$ cat src/rtl/oven_ctrl_fsm.sv
// Oven controller: button edge detection, ON/OFF and setting FSM, simulated
// preheat/bake/cool-down thermal model, MM:SS uptime and four-digit BCD display.
module oven_ctrl_fsm #(
  parameter int TICK_DIV  = 25000000,
  parameter int TEMP_W    = 11,
  parameter int TEMP_MIN  = 150,
  parameter int TEMP_MAX  = 550,
  parameter int TEMP_DEF  = 350,
  parameter int TEMP_STEP = 25,
  parameter int AMBIENT   = 70,
  parameter int HEAT_RATE = 5,
  parameter int COOL_RATE = 2,
  parameter int TOL       = 5,
  parameter int TIME_STEP = 60,
  parameter int MAX_TIME  = 5940
) (
  input  logic              clk,
  input  logic              rst,
  input  logic              btn_power,
  input  logic              btn_mode,
  input  logic              btn_up,
  input  logic              btn_down,
  input  logic              btn_start,
  output logic              heater,
  output logic              done,
  output logic [2:0]        state,
  output logic [TEMP_W-1:0] temp,
  output logic [3:0]        dig3,
  output logic [3:0]        dig2,
  output logic [3:0]        dig1,
  output logic [3:0]        dig0
);

  localparam int CNT_W = $clog2(TICK_DIV);
  localparam int BT_W  = $clog2(MAX_TIME + 1);

  localparam logic [CNT_W-1:0]  CNT_LAST = CNT_W'(TICK_DIV - 1);
  localparam logic [TEMP_W-1:0] T_MIN    = TEMP_W'(TEMP_MIN);
  localparam logic [TEMP_W-1:0] T_MAX    = TEMP_W'(TEMP_MAX);
  localparam logic [TEMP_W-1:0] T_DEF    = TEMP_W'(TEMP_DEF);
  localparam logic [TEMP_W-1:0] T_STEP   = TEMP_W'(TEMP_STEP);
  localparam logic [TEMP_W-1:0] T_AMB    = TEMP_W'(AMBIENT);
  localparam logic [TEMP_W-1:0] T_HEAT   = TEMP_W'(HEAT_RATE);
  localparam logic [TEMP_W-1:0] T_COOL   = TEMP_W'(COOL_RATE);
  localparam logic [TEMP_W-1:0] T_TOL    = TEMP_W'(TOL);
  localparam logic [BT_W-1:0]   B_MAX    = BT_W'(MAX_TIME);
  localparam logic [BT_W-1:0]   B_STEP   = BT_W'(TIME_STEP);
  localparam logic [BT_W-1:0]   B_ONE    = BT_W'(1);
  localparam logic [BT_W-1:0]   B_ZERO   = {BT_W{1'b0}};

  typedef enum logic [2:0] {
    S_OFF      = 3'd0,
    S_SET_TEMP = 3'd1,
    S_SET_TIME = 3'd2,
    S_PREHEAT  = 3'd3,
    S_BAKE     = 3'd4,
    S_DONE     = 3'd5
  } state_t;

  function automatic logic [15:0] bcd4(input logic [13:0] v);
    logic [15:0] r;
    r[15:12] = 4'((v / 14'd1000) % 14'd10);
    r[11:8]  = 4'((v / 14'd100) % 14'd10);
    r[7:4]   = 4'((v / 14'd10) % 14'd10);
    r[3:0]   = 4'(v % 14'd10);
    return r;
  endfunction

  function automatic logic [15:0] mmss(input logic [13:0] t);
    logic [13:0] m;
    logic [13:0] s;
    m = t / 14'd60;
    s = t % 14'd60;
    return {4'((m / 14'd10) % 14'd10), 4'(m % 14'd10), 4'(s / 14'd10), 4'(s % 14'd10)};
  endfunction

  // BCD MM:SS increment, 99:59 rolls over to 00:00
  function automatic logic [15:0] upt_inc(input logic [15:0] u);
    logic [15:0] r;
    r = u;
    if (u[3:0] != 4'd9) begin
      r[3:0] = u[3:0] + 4'd1;
    end else begin
      r[3:0] = 4'd0;
      if (u[7:4] != 4'd5) begin
        r[7:4] = u[7:4] + 4'd1;
      end else begin
        r[7:4] = 4'd0;
        if (u[11:8] != 4'd9) begin
          r[11:8] = u[11:8] + 4'd1;
        end else begin
          r[11:8]  = 4'd0;
          r[15:12] = (u[15:12] != 4'd9) ? u[15:12] + 4'd1 : 4'd0;
        end
      end
    end
    return r;
  endfunction

  function automatic logic [TEMP_W-1:0] heat(input logic [TEMP_W-1:0] t,
                                             input logic [TEMP_W-1:0] tgt);
    logic [TEMP_W:0] s;
    s = {1'b0, t} + {1'b0, T_HEAT};
    if (s >= {1'b0, tgt}) return tgt;
    else return s[TEMP_W-1:0];
  endfunction

  function automatic logic [TEMP_W-1:0] cool(input logic [TEMP_W-1:0] t);
    if (t > T_AMB + T_COOL) return t - T_COOL;
    else return T_AMB;
  endfunction

  state_t            state_q, state_d;
  logic [CNT_W-1:0]  cnt_q, cnt_d;
  logic [4:0]        sync1_q, sync2_q, prev_q;
  logic [TEMP_W-1:0] target_q, target_d;
  logic [TEMP_W-1:0] temp_q, temp_d;
  logic [BT_W-1:0]   bake_q, bake_d;
  logic [15:0]       upt_q, upt_d;
  logic [15:0]       dig_q, dig_d;
  logic              heater_q, heater_d;
  logic              done_q, done_d;

  logic              tick;
  logic [4:0]        rise;
  logic              act_pw, act_st, act_md, act_up, act_dn;
  logic [TEMP_W-1:0] thr;

  // {power, start, mode, up, down}; one action per cycle in priority order
  assign rise   = sync2_q & ~prev_q;
  assign act_pw = rise[4];
  assign act_st = rise[3] & ~rise[4];
  assign act_md = rise[2] & ~rise[3] & ~rise[4];
  assign act_up = rise[1] & ~rise[0] & ~(|rise[4:2]);
  assign act_dn = rise[0] & ~rise[1] & ~(|rise[4:2]);
  assign tick   = (cnt_q == CNT_LAST);
  assign thr    = (target_q > T_TOL) ? target_q - T_TOL : {TEMP_W{1'b0}};

  // state, datapath and registered-output flops
  always_ff @(posedge clk) begin
    if (rst) begin
      state_q  <= S_OFF;
      cnt_q    <= {CNT_W{1'b0}};
      sync1_q  <= 5'd0;
      sync2_q  <= 5'd0;
      prev_q   <= 5'd0;
      target_q <= T_DEF;
      temp_q   <= T_AMB;
      bake_q   <= B_ZERO;
      upt_q    <= 16'h0000;
      dig_q    <= 16'h0000;
      heater_q <= 1'b0;
      done_q   <= 1'b0;
    end else begin
      state_q  <= state_d;
      cnt_q    <= cnt_d;
      sync1_q  <= {btn_power, btn_start, btn_mode, btn_up, btn_down};
      sync2_q  <= sync1_q;
      prev_q   <= sync2_q;
      target_q <= target_d;
      temp_q   <= temp_d;
      bake_q   <= bake_d;
      upt_q    <= upt_d;
      dig_q    <= dig_d;
      heater_q <= heater_d;
      done_q   <= done_d;
    end
  end

  // next state, settings, thermal model and timers
  always_comb begin
    state_d  = state_q;
    target_d = target_q;
    bake_d   = bake_q;
    temp_d   = temp_q;
    cnt_d    = tick ? {CNT_W{1'b0}} : cnt_q + {{(CNT_W-1){1'b0}}, 1'b1};
    upt_d    = tick ? upt_inc(upt_q) : upt_q;
    case (state_q)
      S_OFF: begin
        if (act_pw) state_d = S_SET_TEMP;
        else state_d = S_OFF;
      end
      S_SET_TEMP, S_SET_TIME: begin
        if (act_pw) begin
          state_d = S_OFF;
        end else if (act_st) begin
          if (bake_q != B_ZERO) state_d = S_PREHEAT;
          else state_d = state_q;
        end else if (act_md) begin
          state_d = (state_q == S_SET_TEMP) ? S_SET_TIME : S_SET_TEMP;
        end else if (state_q == S_SET_TEMP) begin
          if (act_up) target_d = (target_q >= T_MAX - T_STEP) ? T_MAX : target_q + T_STEP;
          else if (act_dn) target_d = (target_q <= T_MIN + T_STEP) ? T_MIN : target_q - T_STEP;
          else target_d = target_q;
        end else begin
          if (act_up) bake_d = (bake_q >= B_MAX - B_STEP) ? B_MAX : bake_q + B_STEP;
          else if (act_dn) bake_d = (bake_q <= B_STEP) ? B_ZERO : bake_q - B_STEP;
          else bake_d = bake_q;
        end
      end
      S_PREHEAT: begin
        if (act_pw) state_d = S_OFF;
        else if (temp_q >= thr) state_d = S_BAKE;
        else state_d = S_PREHEAT;
      end
      S_BAKE: begin
        if (act_pw) state_d = S_OFF;
        else if (tick && bake_q == B_ONE) state_d = S_DONE;
        else state_d = S_BAKE;
      end
      S_DONE: begin
        if (act_pw) state_d = S_OFF;
        else if (act_st || act_md) state_d = S_SET_TEMP;
        else state_d = S_DONE;
      end
      default: state_d = S_OFF;
    endcase
    if (tick) begin
      case (state_q)
        S_PREHEAT: temp_d = heat(temp_q, target_q);
        S_BAKE: begin
          temp_d = (temp_q < target_q) ? heat(temp_q, target_q) : temp_q;
          bake_d = (bake_q == B_ZERO) ? B_ZERO : bake_q - B_ONE;
        end
        default: temp_d = cool(temp_q);
      endcase
    end else begin
      temp_d = temp_q;
    end
  end

  // output decode: heater/done follow the next state, digits follow current values
  always_comb begin
    heater_d = (state_d == S_PREHEAT) || ((state_d == S_BAKE) && (temp_d < target_d));
    done_d   = (state_d == S_DONE);
    case (state_q)
      S_OFF:      dig_d = upt_q;
      S_SET_TEMP: dig_d = bcd4(14'(target_q));
      S_SET_TIME: dig_d = mmss(14'(bake_q));
      S_PREHEAT:  dig_d = bcd4(14'(temp_q));
      S_BAKE:     dig_d = mmss(14'(bake_q));
      S_DONE:     dig_d = 16'h0000;
      default:    dig_d = 16'h0000;
    endcase
  end

  assign state  = state_q;
  assign temp   = temp_q;
  assign heater = heater_q;
  assign done   = done_q;
  assign dig3   = dig_q[15:12];
  assign dig2   = dig_q[11:8];
  assign dig1   = dig_q[7:4];
  assign dig0   = dig_q[3:0];

endmodule

$ cat config.mk
export PLATFORM = sky130hd
export DESIGN_NAME = oven_ctrl_fsm
export DESIGN_NICKNAME = d
export VERILOG_FILES = /design/src/rtl/oven_ctrl_fsm.sv
export SDC_FILE = /design/constraint.sdc
export NUM_CORES = 1
export LEC_CHECK = 0
export BUFFER_PORTS_ARGS = -buffer_cell sky130_fd_sc_hd__buf_2
export CAP_MARGIN = 25
export CORE_UTILIZATION = 25
export DETAILED_ROUTE_END_ITERATION = 8
export PLACE_DENSITY = 0.5
export SETUP_SLACK_MARGIN = 0.3
export SYNTH_ARGS = -nofsm -noshare
export SYNTH_HDL_FRONTEND = slang
export SYNTH_SLANG_ARGS = --single-unit
$ cat constraint.sdc
create_clock -name clk -period 15.2 [get_ports clk]
set_input_delay 1.52 -clock clk [delete_from_list [all_inputs] [get_ports clk]]
set_output_delay 1.52 -clock clk [all_outputs]
set_load 0.05 [all_outputs]
After elaboration in Yosys (flattened, before gate mapping) --
Index checks and enable logic that the tools add are counted.
Word-level totals: flip-flop bits (word level) 112, input port bits 7, output and inout bits 32, logic and storage cells 149
Cells by class: add/sub/neg operators 13, divide/modulo/power cells 21, order comparisons 10, eq/ne operators 14, muxes and demuxes 45, bitwise operators 17, reductions and logical operators 14
Operators by type and width (count):
- $mux 13 | 12
- $mux 11 | 14
- $mod 14x4->14 const B | 9
- $pmux 16 s4 | 1
- $div 11x10->14 const B | 2
- $div 11x4->14 const B | 2
- $div 11x7->14 const B | 2
- $div 14x4->14 const B | 2
- $mod 11x4->14 const B | 2
- $mux 3 | 9
- $add 25x1->25 const B | 1
- $eq 25x25->1 const B | 1
- $lt 11x11->1 | 2
- $pmux 11 s2 | 1
- $add 4x1->4 const B | 4
- $mux 4 | 4
- $pmux 3 s5 | 1
- $div 13x6->14 const B | 1
- $mod 13x6->14 const B | 1
- $add 13x6->13 const B | 1
- $eq 13x1->1 const B | 1
- $ge 13x13->1 const B | 1
- $le 13x6->1 const B | 1
- $logic_not 13->1 | 1
- 33 further kinds | 58

Longest topological paths before layout --
Gate-level depths: netlist (run 1).
depth after elaboration 15, mapped depth 33, gate-level depth less buffers 32

Least setup slack after synthesis (run 1) --
Ideal clock, no wire load.
path kind reg-to-reg, start point register bake_q[3], end point register dig_q[2], library setup time 74 ps, arrival 6750 ps, data required time 15126 ps, slack 8376 ps, cell stages (with the launch flop) 30, buffers on the path 1, period minus slack after synthesis 6824 ps, cell sequence dfxtp_1 -> clkinv_1 -> ha_1 -> or4b_1 -> buf_2 -> o31ai_2 -> o31a_1 -> o21ai_1 -> a211o_1 -> nand3_2 -> mux2_2 -> o311ai_4 -> and2_4 -> o211a_1 -> o2111ai_2 -> nor4b_4 -> nor2_1 -> a311o_1 -> and3_1 -> a21o_1 -> a41oi_1 -> o21a_1 -> ha_1 -> nand3_1 -> nor2b_1 -> o211ai_1 -> mux2_4 -> o21a_1 -> a211o_1 -> a31oi_1
Between the ends: cells in the longest elaborated chain, start to end 3
Ends and longest elaborated chain:
- start: declaration | line 118 | logic [BT_W-1:0] bake_q, bake_d;
- start signal: assignment | line 162 | bake_q <= bake_d;
- $mod 13x6->14 | line 73 | s = t % 14'd60;
- $mod 14x4->14 | line 74 | return {4'((m / 14'd10) % 14'd10), 4'(m % 14'd10), 4'(s / 14'd10), 4'(s % 14'd10)};
- $pmux 16 s4 | line 236 | case (state_q)
- end signal: assignment | line 164 | dig_q <= dig_d;
- end: declaration | line 120 | logic [15:0] dig_q, dig_d;
No other way between the ends. A chain may end at the register's enable or synchronous reset.

Worst setup path in the final report (run 1) --
Ends and elaborated chain as after synthesis.

==> flow_summary_export.csv, run 1 <==
group,metric,value,unit
final_layout,nNetsFinal,1955,
critical_path,path_common_cell,"o21a_1",
sta,finClkSkew,0.0163,ns
critical_path,crit_path_start,"bake_q[3]",
drt,route.met3.wl,2170,µm
power_and_ir_drop,ir_worst_vdd,52.7,µV
sta,hold_viol,0,
die,die-area,52500,µm²
drt,avgRoutedWirePerCell,17.6,µm
synth,syn-num-nets,1987,
synth,synthArstFlopShare,0,%
power_and_ir_drop,power_density,43.5,nW/µm²
critical_path,critPathSlowestCell,"a21oi_1",
synth,yosysSeqAreaShare,17.4,%
clocking,cts_resized,0,
die,num_io_pins,39,
drt,wl_met2,20500,µm
sta,period_share,58.1,%
clocking,htree_levels,3,
global_routing,grt_max_degree,67,
synth,syn_area,12900,µm²
clocking,clkSlewWorstSetupHoldPaths,0.08,ns
critical_path,startpoint_type,"flop",
clocking,clock_path_buffers,2,
clocking,post-cts-setup-buffers,0,
global_routing,grt.total_usage,16.7,%
min_path,hold_path_class,"flop to flop",
drt,dr.pass1.iters,8,
final_layout,diodes,0,
critical_path,slowest_delay,0.72,ns
drt,postRouteAntennaNets,0,
synth,synth-main-ff-cell,"dfxtp_1",
place,hpwl,33800,µm
die,core.rowCount,82,
clocking,numCtsBuffers,9,
global_routing,antenna_found_initial,0,
sta,max_freq,0.113,GHz
drt,drt_iter0_drc,1051,
synth,syn_inst,1910,
drt,drc_errors,0,
critical_path,r2r-start,"bake_q[3]",
sta,maxSlewHeadroom,24.4,%
synth,ys_types,99,
global_routing,grt_overflow_total,0,
global_routing,grt_pass1_vias,13100,
critical_path,crit_type,"flop to flop",
sta,whs,0.439,ns
critical_path,timing.rr.end,"dig_q[2]",
clocking,clock-sinks,112,
critical_path,critPathBufInv,1,
drt,routed.top_layer,"met4",
global_routing,grt_pass1_wl,71900,µm
final_layout,synthToLayoutAreaGrowth,8.66,%
drt,via_count,14200,
die,coreArea,50600,µm²
drt,m1WireLength,20700,µm
clocking,cts-root-buf,"clkbuf_16",
sta,setup_viol,0,
critical_path,ff2ff_path_depth,28,
synth,ys_ff_latch,112,
critical_path,critical_path.top_delay_family,"compound AO/OA/AOI/OAI gates",
synth,synth-edff-count,0,
clocking,clk_latency,0.38,ns
critical_path,path_max_fanout,17,
sta,slew_viol_final,0,
run,max-cap-violations,0,
clocking,cts_hold_buf,0,
final_layout,layout-drive-gt1-share,7.17,%
die,die_y,229,µm
sta,worst_pin_slew,1.13,ns
sta,rsz0062_at_grt,"false",
critical_path,reg2reg_slack,6.37,ns
synth,avgSynthCellArea,6.76,µm²
run_status,status,"finished clean",
drt,vias_per_cell,5.55,
die,start_util,25.5,%
critical_path,crit_path_end_kind,"flop",
critical_path,setup.worst_path.end,"dig_q[2]",
power_and_ir_drop,p_leak,5.17,nW
sta,fin_tns_setup,0,ns
critical_path,required,15.49,ns
critical_path,cp_num_cells,28,
place,io_buffers,38,
sta,period_minus_slack,8.83,ns
drt,wl,44900,µm
die,die_w,229,µm
place,place_congestion,0.906,
clocking,cts_tree,"done",
critical_path,critPathArrivalTime,9.12,ns
synth,synth_warnings,0,
## state kept, by name (all words and copies together), names as in the netlist
signal,cells
upt_q,16
state,3
target_q,11
heater,1
done,1
dig_q,16
cnt_q,25
bake_q,13
sync1_q,5
temp,11
prev_q,5
sync2_q,5
## through the flow
step,worst slack (ns),utilization (%),instance area [µm²],power (mW),instances
6_report,6.37,27.7,14000,0.609,2555
5_1_grt,5.58,27.7,14000,0.634,2555
4_1_cts,6.51,27.7,14000,0.621,2555
3_5_place_dp,6.57,27.1,13700,0.369,2539
3_3_place_gp,6.63,27.1,13700,0.369,2538
2_1_floorplan,8.38,-,12900,0.352,1910
## kinds of logic after synthesis
kind of cell	count (synthesis)	synth area share, %
XOR/XNOR	76	5.16
adder cells (fa/ha/maj)	75	7.18
multiplexers	37	2.98
AO/OA/AOI/OAI	626	31.5
flip-flops	112	17.4
buffers and inverters	163	4.94
AND/OR/NAND/NOR	821	30.9
## worst register-to-register path: cells and delay by family, from the launching register on
family	cells	cell delay (ns)
compound gates	13	3.85
fa+ha+maj	3	0.97
buf+inv	1	0.46
flops	1	0.69
mux	2	0.65
simple gates	9	2.09
## layer usage
metal	GRT usage, %	vias up
li1	-	6960
met1	22.2	6693
met2	27.5	457
met3	1.54	76
met4	6.65	0
met5	0	-
## cell type report
cell class,instances,area (µm²)
fillers,5581,36600
multi-input cells,1635,10000
flip-flops and latches,112,2240
well taps,672,841
repair buffers,71,435
clock buffers,10,229
inverters,49,184
clock inverters,6,60.1
## how the worst min path moves through the flow
stage	startpoint	endpoint	slack [ns]	cells past startpoint
after detailed placement	sync1_q[3]	sync2_q[3]	0.43	1
after global routing	sync1_q[1]	sync2_q[1]	0.45	1
after CTS	sync1_q[1]	sync2_q[1]	0.44	1
final	sync1_q[1]	sync2_q[1]	0.44	1
after floorplan	sync1_q[0]	sync2_q[0]	0.41	1
after global placement	sync1_q[2]	sync2_q[2]	0.43	1
## cell usage after synthesis (25+ instances only)
library cell	number	area, µm²
o21ai_0	149	746
nor2b_1	38	238
nor3_1	75	375
a21oi_1	169	846
nand2b_1	33	206
a31oi_1	36	225
nand2_1	232	871
ha_1	70	876
o211ai_1	25	188
mux2i_1	29	290
nor2_1	220	826
dfxtp_1	112	2240
xnor2_1	57	499
nand3_1	66	330
clkbuf_1	97	364
inv_1	43	161
## layout by cell type (no fill, tap or decap), types with 7 or more instances in the layout
cell type  synthesis  final
o22ai_1           24     24
o21ai_1           13     13
o211ai_1          25     25
nand4_1           16     16
and3_1            22     22
nor3_1            75     74
a31oi_1           36     36
o21ai_0          149    149
nand3_1           66     66
buf_4              0     32
or2_2              8      8
clkbuf_16          0      9
nor2b_1           38     38
o31ai_1           11     11
nand2_1          232    232
or3_1             24     24
and2_1            24     24
nand2b_1          33     33
nand3b_1           8      8
a21o_1            12     12
inv_1             43     43
o21a_1            18     18
xnor2_1           57     57
a221oi_1          17     17
nor3b_1            8      8
a22oi_1           16     16
mux2i_1           29     29
a21oi_1          169    169
dfxtp_1          112    112
mux2_2             7      7
a211oi_1          17     17
nor2_1           220    220
ha_1              70     70
buf_2              8     39
a41oi_1            9      9
xor2_1            19     19
o2111ai_1          8      8
a211o_1            7      7
nor4_1            11     11
## report_power, final
group / switching [mW] / internal [mW]
logic: 0.0436 / 0.0209
registers: 0.00204 / 0.297
clock network: 0.130 / 0.116
Power figures use the tool's default switching activity.
==> run 2, diff against run 1 <==
--- a/config.mk
+++ b/config.mk
@@ -5,6 +5,7 @@
 export SDC_FILE = /design/constraint.sdc
 export NUM_CORES = 1
 export LEC_CHECK = 0
+export ABC_AREA = 1
 export BUFFER_PORTS_ARGS = -buffer_cell sky130_fd_sc_hd__buf_2
 export CAP_MARGIN = 25
 export CORE_UTILIZATION = 25
==> constraint.sdc (replaced) <==
create_clock -name clk -period 8.75 [get_ports clk]
set_input_delay 0.875 -clock clk [delete_from_list [all_inputs] [get_ports clk]]
set_output_delay 0.875 -clock clk [all_outputs]
set_load 0.05 [all_outputs]
==> flow_summary_export.csv, run 2 <==
group,metric,value,unit
run_status,status,"finished clean",
sta,slew_viol_final,0,
critical_path,path_max_fanout,10,
place,place_congestion,0.892,
global_routing,grt_pass1_vias,11300,
sta,period_minus_slack,7.45,ns
clocking,clkSlewWorstSetupHoldPaths,0.09,ns
critical_path,critPathSlowestCell,"dfxtp_1",
critical_path,critPathArrivalTime,7.69,ns
final_layout,diodes,0,
power_and_ir_drop,power_density,88.3,nW/µm²
synth,ys_ff_latch,112,
critical_path,slowest_delay,0.50,ns
clocking,clock_path_buffers,2,
drt,avgRoutedWirePerCell,14.1,µm
sta,fin_tns_setup,0,ns
place,hpwl,28400,µm
final_layout,top_register,"cnt_q",
die,num_io_pins,39,
drt,route.met3.wl,1780,µm
clocking,clk_latency,0.40,ns
critical_path,crit_type,"flop to flop",
sta,rsz0062_at_grt,"false",
final_layout,final_common_cell,"nand2_1",
final_layout,fin_util,27.6,%
critical_path,required,8.99,ns
place,dp_slack,1.37,ns
critical_path,crit_path_end_kind,"flop",
sta,finClkSkew,0.0214,ns
sta,setup_viol,0,
global_routing,grt.total_usage,15.2,%
sta,period_share,85.1,%
min_path,hold_depth,2,
clocking,cts_tree,"done",
die,die_y,219,µm
die,die_w,219,µm
die,coreArea,46600,µm²
synth,avgSynthCellArea,6.21,µm²
sta,max_freq,0.134,GHz
final_layout,synthToLayoutAreaGrowth,9.09,%
min_path,hold_path_class,"flop to flop",
critical_path,r2r-start,"bake_q[2]",
critical_path,path_common_cell,"nand2_1",
drt,vias_per_cell,4.74,
drt,postRouteAntennaNets,0,
die,start_util,25.3,%
drt,drc_errors,0,
synth,yosysMostFrequentCell,"nand2_1",
min_path,whs_endpoint,"sync2_q[3]",
power_and_ir_drop,cell_internal_pwr,0.774,mW
power_and_ir_drop,netSwitchingFraction,31.9,%
final_layout,nNetsFinal,1988,
power_and_ir_drop,p_leak,5.88,nW
clocking,clock-sinks,112,
die,die-area,48100,µm²
critical_path,ff2ff_path_depth,58,
power_and_ir_drop,ir_worst_vdd,88.7,µV
synth,ys_types,69,
synth,syn-num-nets,1977,
power_and_ir_drop,pwr-share-comb,13.3,%
min_path,hp-start,"sync1_q[3]",
synth,synthTopCellsByCount,"359 x nand2_1, 258 x inv_1, 222 x nor2_1, 136 x o21ai_0",
sta,hold_viol,0,
clocking,cts_hold_buf,0,
synth,synth-main-ff-cell,"dfxtp_1",
clocking,htree_levels,3,
power_and_ir_drop,p_seq_share,45.6,%
critical_path,timing.rr.end,"dig_q[3]",
final_layout,reg_top3,"cnt_q: 25 flops, dig_q: 16 flops, upt_q: 16 flops",
synth,yosysSeqAreaShare,19.0,%
global_routing,grt_max_degree,75,
place,io_buffers,38,
synth,synthArstFlopShare,0,%
sta,maxSlewHeadroom,40.1,%
synth,synth_area_leaders,"dfxtp_1 19%, nand2_1 11%, inv_1 8.2%, ha_1 7.4%, nor2_1 7.1%",
final_layout,layout-drive-gt1-share,11.7,%
global_routing,grt_pass1_wl,58000,µm
synth,synth_top_cell_by_area,"dfxtp_1",
drt,via_count,11900,
clocking,cts_resized,0,
clocking,numCtsBuffers,9,
drt,wl,35700,µm
critical_path,crit_path_start,"bake_q[2]",
final_layout,layout_common_cells,"359 x nand2_1, 258 x inv_1, 222 x nor2_1",
clocking,cts-root-buf,"clkbuf_16",
drt,wl_met2,16000,µm
synth,synth-edff-count,0,
sta,fin_ws,1.30,ns
critical_path,startpoint_type,"flop",
power_and_ir_drop,p_switching,0.363,mW
drt,m1WireLength,17200,µm
drt,drt_iter0_drc,819,
drt,routed.top_layer,"met4",
sta,worst_pin_slew,0.898,ns
power_and_ir_drop,power,1.14,mW
synth,syn_inst,1900,
clocking,post-cts-setup-buffers,0,
synth,yosys.area.top_type_share,19.0,%
die,core.rowCount,79,
power_and_ir_drop,clockPowerShare,41.1,%
critical_path,reg2reg_slack,1.30,ns
synth,synth_warnings,0,
drt,dr.pass1.iters,5,
final_layout,largest_reg_flops,25,
global_routing,grt_overflow_total,0,
run,max-cap-violations,0,
synth,syn_area,11800,µm²
global_routing,antenna_found_initial,0,
## run 2: worst max-delay path by stage
stage,endpoint,slack [ns],depth (start not counted)
floorplan,dig_q[3],2.43,65
global placement,dig_q[3],1.63,60
detailed placement,dig_q[3],1.37,58
CTS,dig_q[3],1.34,58
global route,dig_q[3],0.40,59
finish,dig_q[3],1.30,58
## run 2: layout make-up
cell class | count | area, µm²
repair buffers | 45 | 243
well taps | 607 | 759
clock buffers | 9 | 225
inverters | 309 | 1170
flip-flops and latches | 112 | 2240
fillers | 5205 | 33700
multi-input cells | 1434 | 8130
clock inverters | 7 | 98.8
## run 2: power groups by stage
stage / combinational (mW) / clock [mW] / sequential (mW)
2_1_floorplan: 0.117 / 0 / 0.533
3_3_place_gp: 0.148 / 0 / 0.530
3_5_place_dp: 0.150 / 0 / 0.530
4_1_cts: 0.151 / 0.483 / 0.518
5_1_grt: 0.172 / 0.498 / 0.519
6_report: 0.151 / 0.467 / 0.518
## run 2: metal layers
metal	vias to the layer above	GRT usage, %
met5	-	0
met4	0	4.24
met3	36	2.54
met2	265	24.9
met1	5381	20.3
li1	6267	-
## run 2: critical path: cells and delay by family (launching register included)
family / cells / cell delay, ns
buffers and inverters: 6 / 0.63
XOR/XNOR: 2 / 0.49
AO/OA/AOI/OAI: 4 / 0.66
AND/OR/NAND/NOR: 43 / 4.40
flip-flops: 1 / 0.50
adder cells (fa/ha/maj): 3 / 0.61
## run 2: logic make-up (layout without fill, tap and decap cells)
group | count (synthesis) | count (layout) | share of synthesized area (%)
flops | 112 | 112 | 19.0
buf+inv | 354 | 370 | 12.1
fa+ha+maj | 70 | 70 | 7.42
compound gates | 374 | 374 | 18.9
simple gates | 908 | 908 | 36.5
xor+xnor | 82 | 82 | 6.15
## run 2: per-stage QoR
step	area [µm²]	hold slack, ns	instances
after detailed placement	12500	0.397	2507
after global placement	12500	0.399	2507
after floorplan	11800	0.388	1900
after CTS	12900	0.410	2523
final	12900	0.410	2523
after global routing	12900	0.419	2523
==> run 3, diff against run 2 <==
--- a/config.mk
+++ b/config.mk
@@ -8,9 +8,10 @@
 export ABC_AREA = 1
 export BUFFER_PORTS_ARGS = -buffer_cell sky130_fd_sc_hd__buf_2
 export CAP_MARGIN = 25
-export CORE_UTILIZATION = 25
+export CORE_UTILIZATION = 60
+export CTS_CLUSTER_SIZE = 14
 export DETAILED_ROUTE_END_ITERATION = 8
-export PLACE_DENSITY = 0.5
+export PLACE_DENSITY = 0.88
 export SETUP_SLACK_MARGIN = 0.3
 export SYNTH_ARGS = -nofsm -noshare
 export SYNTH_HDL_FRONTEND = slang
==> flow_summary_export.csv, run 3 (synthesized netlist as in run 2, its figures left out) <==
group,metric,value,unit
drt,drc_errors,0,
final_layout,layout-drive-gt1-share,11.7,%
final_layout,largest_reg_flops,25,
sta,max_freq,0.135,GHz
critical_path,critPathBufInv,6,
clocking,clk_latency,0.37,ns
drt,postRouteAntennaNets,0,
sta,slew_viol_final,0,
clocking,cts_resized,0,
final_layout,diodes,0,
die,die_y,142,µm
power_and_ir_drop,ir_worst_vdd,124,µV
clocking,clkSlewWorstSetupHoldPaths,0.09,ns
run_status,status,"finished clean",
place,hpwl,25000,µm
critical_path,critPathArrivalTime,7.65,ns
die,die_w,142,µm
critical_path,slowest_delay,0.54,ns
global_routing,antenna_found_initial,0,
sta,hold_viol,0,
clocking,post-cts-setup-buffers,0,
sta,worst_pin_slew,0.828,ns
die,num_io_pins,39,
sta,finClkSkew,0.0128,ns
critical_path,startpoint_type,"flop",
drt,m1WireLength,13700,µm
critical_path,path_max_fanout,10,
global_routing,grt_max_degree,75,
drt,vias_per_cell,5.79,
clocking,htree_levels,3,
final_layout,top_register,"cnt_q",
global_routing,grt_overflow_total,0,
power_and_ir_drop,power_density,89.0,nW/µm²
sta,rsz0062_at_grt,"false",
critical_path,reg2reg_slack,1.32,ns
drt,via_count,12600,
final_layout,layout_common_cells,"359 x nand2_1, 258 x inv_1, 222 x nor2_1",
sta,setup_viol,0,
critical_path,crit_type,"flop to flop",
place,dp.cells,2158,
drt,dr.pass1.iters,5,
final_layout,nNetsFinal,1986,
run,max-cap-violations,0,
critical_path,crit_path_end_kind,"flop",
drt,wl,32100,µm
clocking,clock-sinks,112,
power_and_ir_drop,p_leak,5.87,nW
drt,drt_iter0_drc,1161,
die,coreArea,19000,µm²
sta,period_share,84.9,%
sta,period_minus_slack,7.43,ns
place,place_congestion,0.980,
drt,route.met3.wl,2660,µm
place,io_buffers,38,
drt,wl_met2,14700,µm
final_layout,final_common_cell,"nand2_1",
sta,fin_tns_setup,0,ns
final_layout,reg_top3,"cnt_q: 25 flops, dig_q: 16 flops, upt_q: 16 flops",
global_routing,grt.total_usage,32.5,%
drt,avgRoutedWirePerCell,14.8,µm
clocking,numCtsBuffers,9,
global_routing,grt_pass1_vias,11300,
clocking,cts_hold_buf,0,
clocking,cts-root-buf,"clkbuf_16",
critical_path,path_common_cell,"nand2_1",
drt,routed.top_layer,"met4",
critical_path,critPathSlowestCell,"dfxtp_1",
global_routing,grt_pass1_wl,53200,µm
die,core.rowCount,50,
die,start_util,62.0,%
clocking,cts_tree,"done",
min_path,hold_path_class,"flop to flop",
sta,maxSlewHeadroom,44.8,%
final_layout,synthToLayoutAreaGrowth,5.16,%
critical_path,critical_path.top_delay_family,"simple AND/OR/NAND/NOR gates",
final_layout,stdcell_count,2174,
critical_path,required,8.97,ns
clocking,clock_path_buffers,2,
die,die-area,20200,µm²
## run 3: cell types whose count changed in the layout (fill, tap and decap cells not counted)
cell / change
clkinv_8: -1
clkbuf_8: +1
inv_12: -2
buf_4: -2
inv_6: -2
clkinvlp_4: +1
clkinv_4: +1
inv_8: +2
## run 3: area by class of cell
class / instances / area, µm²
Tap cell: 260 / 325
Clock buffer: 10 / 239
Sequential cell: 112 / 2240
Multi-Input combinational cell: 1434 / 8130
Timing Repair Buffer: 43 / 228
Fill cell: 1742 / 6610
Clock inverter: 6 / 71.3
Inverter: 309 / 1170
## run 3: stage by stage
step / total power, mW / setup WS (ns) / utilization [%] / hold slack, ns / cell area, µm²
2_1_floorplan: 0.650 / 2.43 / - / 0.388 / 11800
3_3_place_gp: 0.673 / 1.82 / 63.6 / 0.390 / 12100
3_5_place_dp: 0.678 / 1.45 / 63.6 / 0.402 / 12100
4_1_cts: 1.11 / 1.38 / 65.2 / 0.414 / 12400
5_1_grt: 1.14 / 0.480 / 65.2 / 0.424 / 12400
6_report: 1.10 / 1.32 / 65.2 / 0.411 / 12400
## run 3: path summary, 6_finish.rpt
check | start | end | cells after the start
worst max-delay path | bake_q[3] | dig_q[3] | 58
worst min register to register | sync1_q[3] | sync2_q[3] | 2
worst max register to register | bake_q[3] | dig_q[3] | 58
worst min-delay path | sync1_q[3] | sync2_q[3] | 2
## run 3: routing by layer
metal,vias to the layer above,global-route usage (%)
met5,-,0
met4,0,13.1
met1,5685,42.1
met2,538,54.6
met3,90,3.84
li1,6264,-
## run 3: power breakdown
group          total (mW)  internal, mW  switching (mW)
Clock               0.435         0.211           0.224
Sequential          0.518         0.515         0.00358
Combinational       0.152        0.0478           0.104
## run 3: worst min-delay path, cell delays in order (launching register included)
cell	delay (ns)
dfxtp_1	0.31
inv_1	0.04
nor2_1	0.03
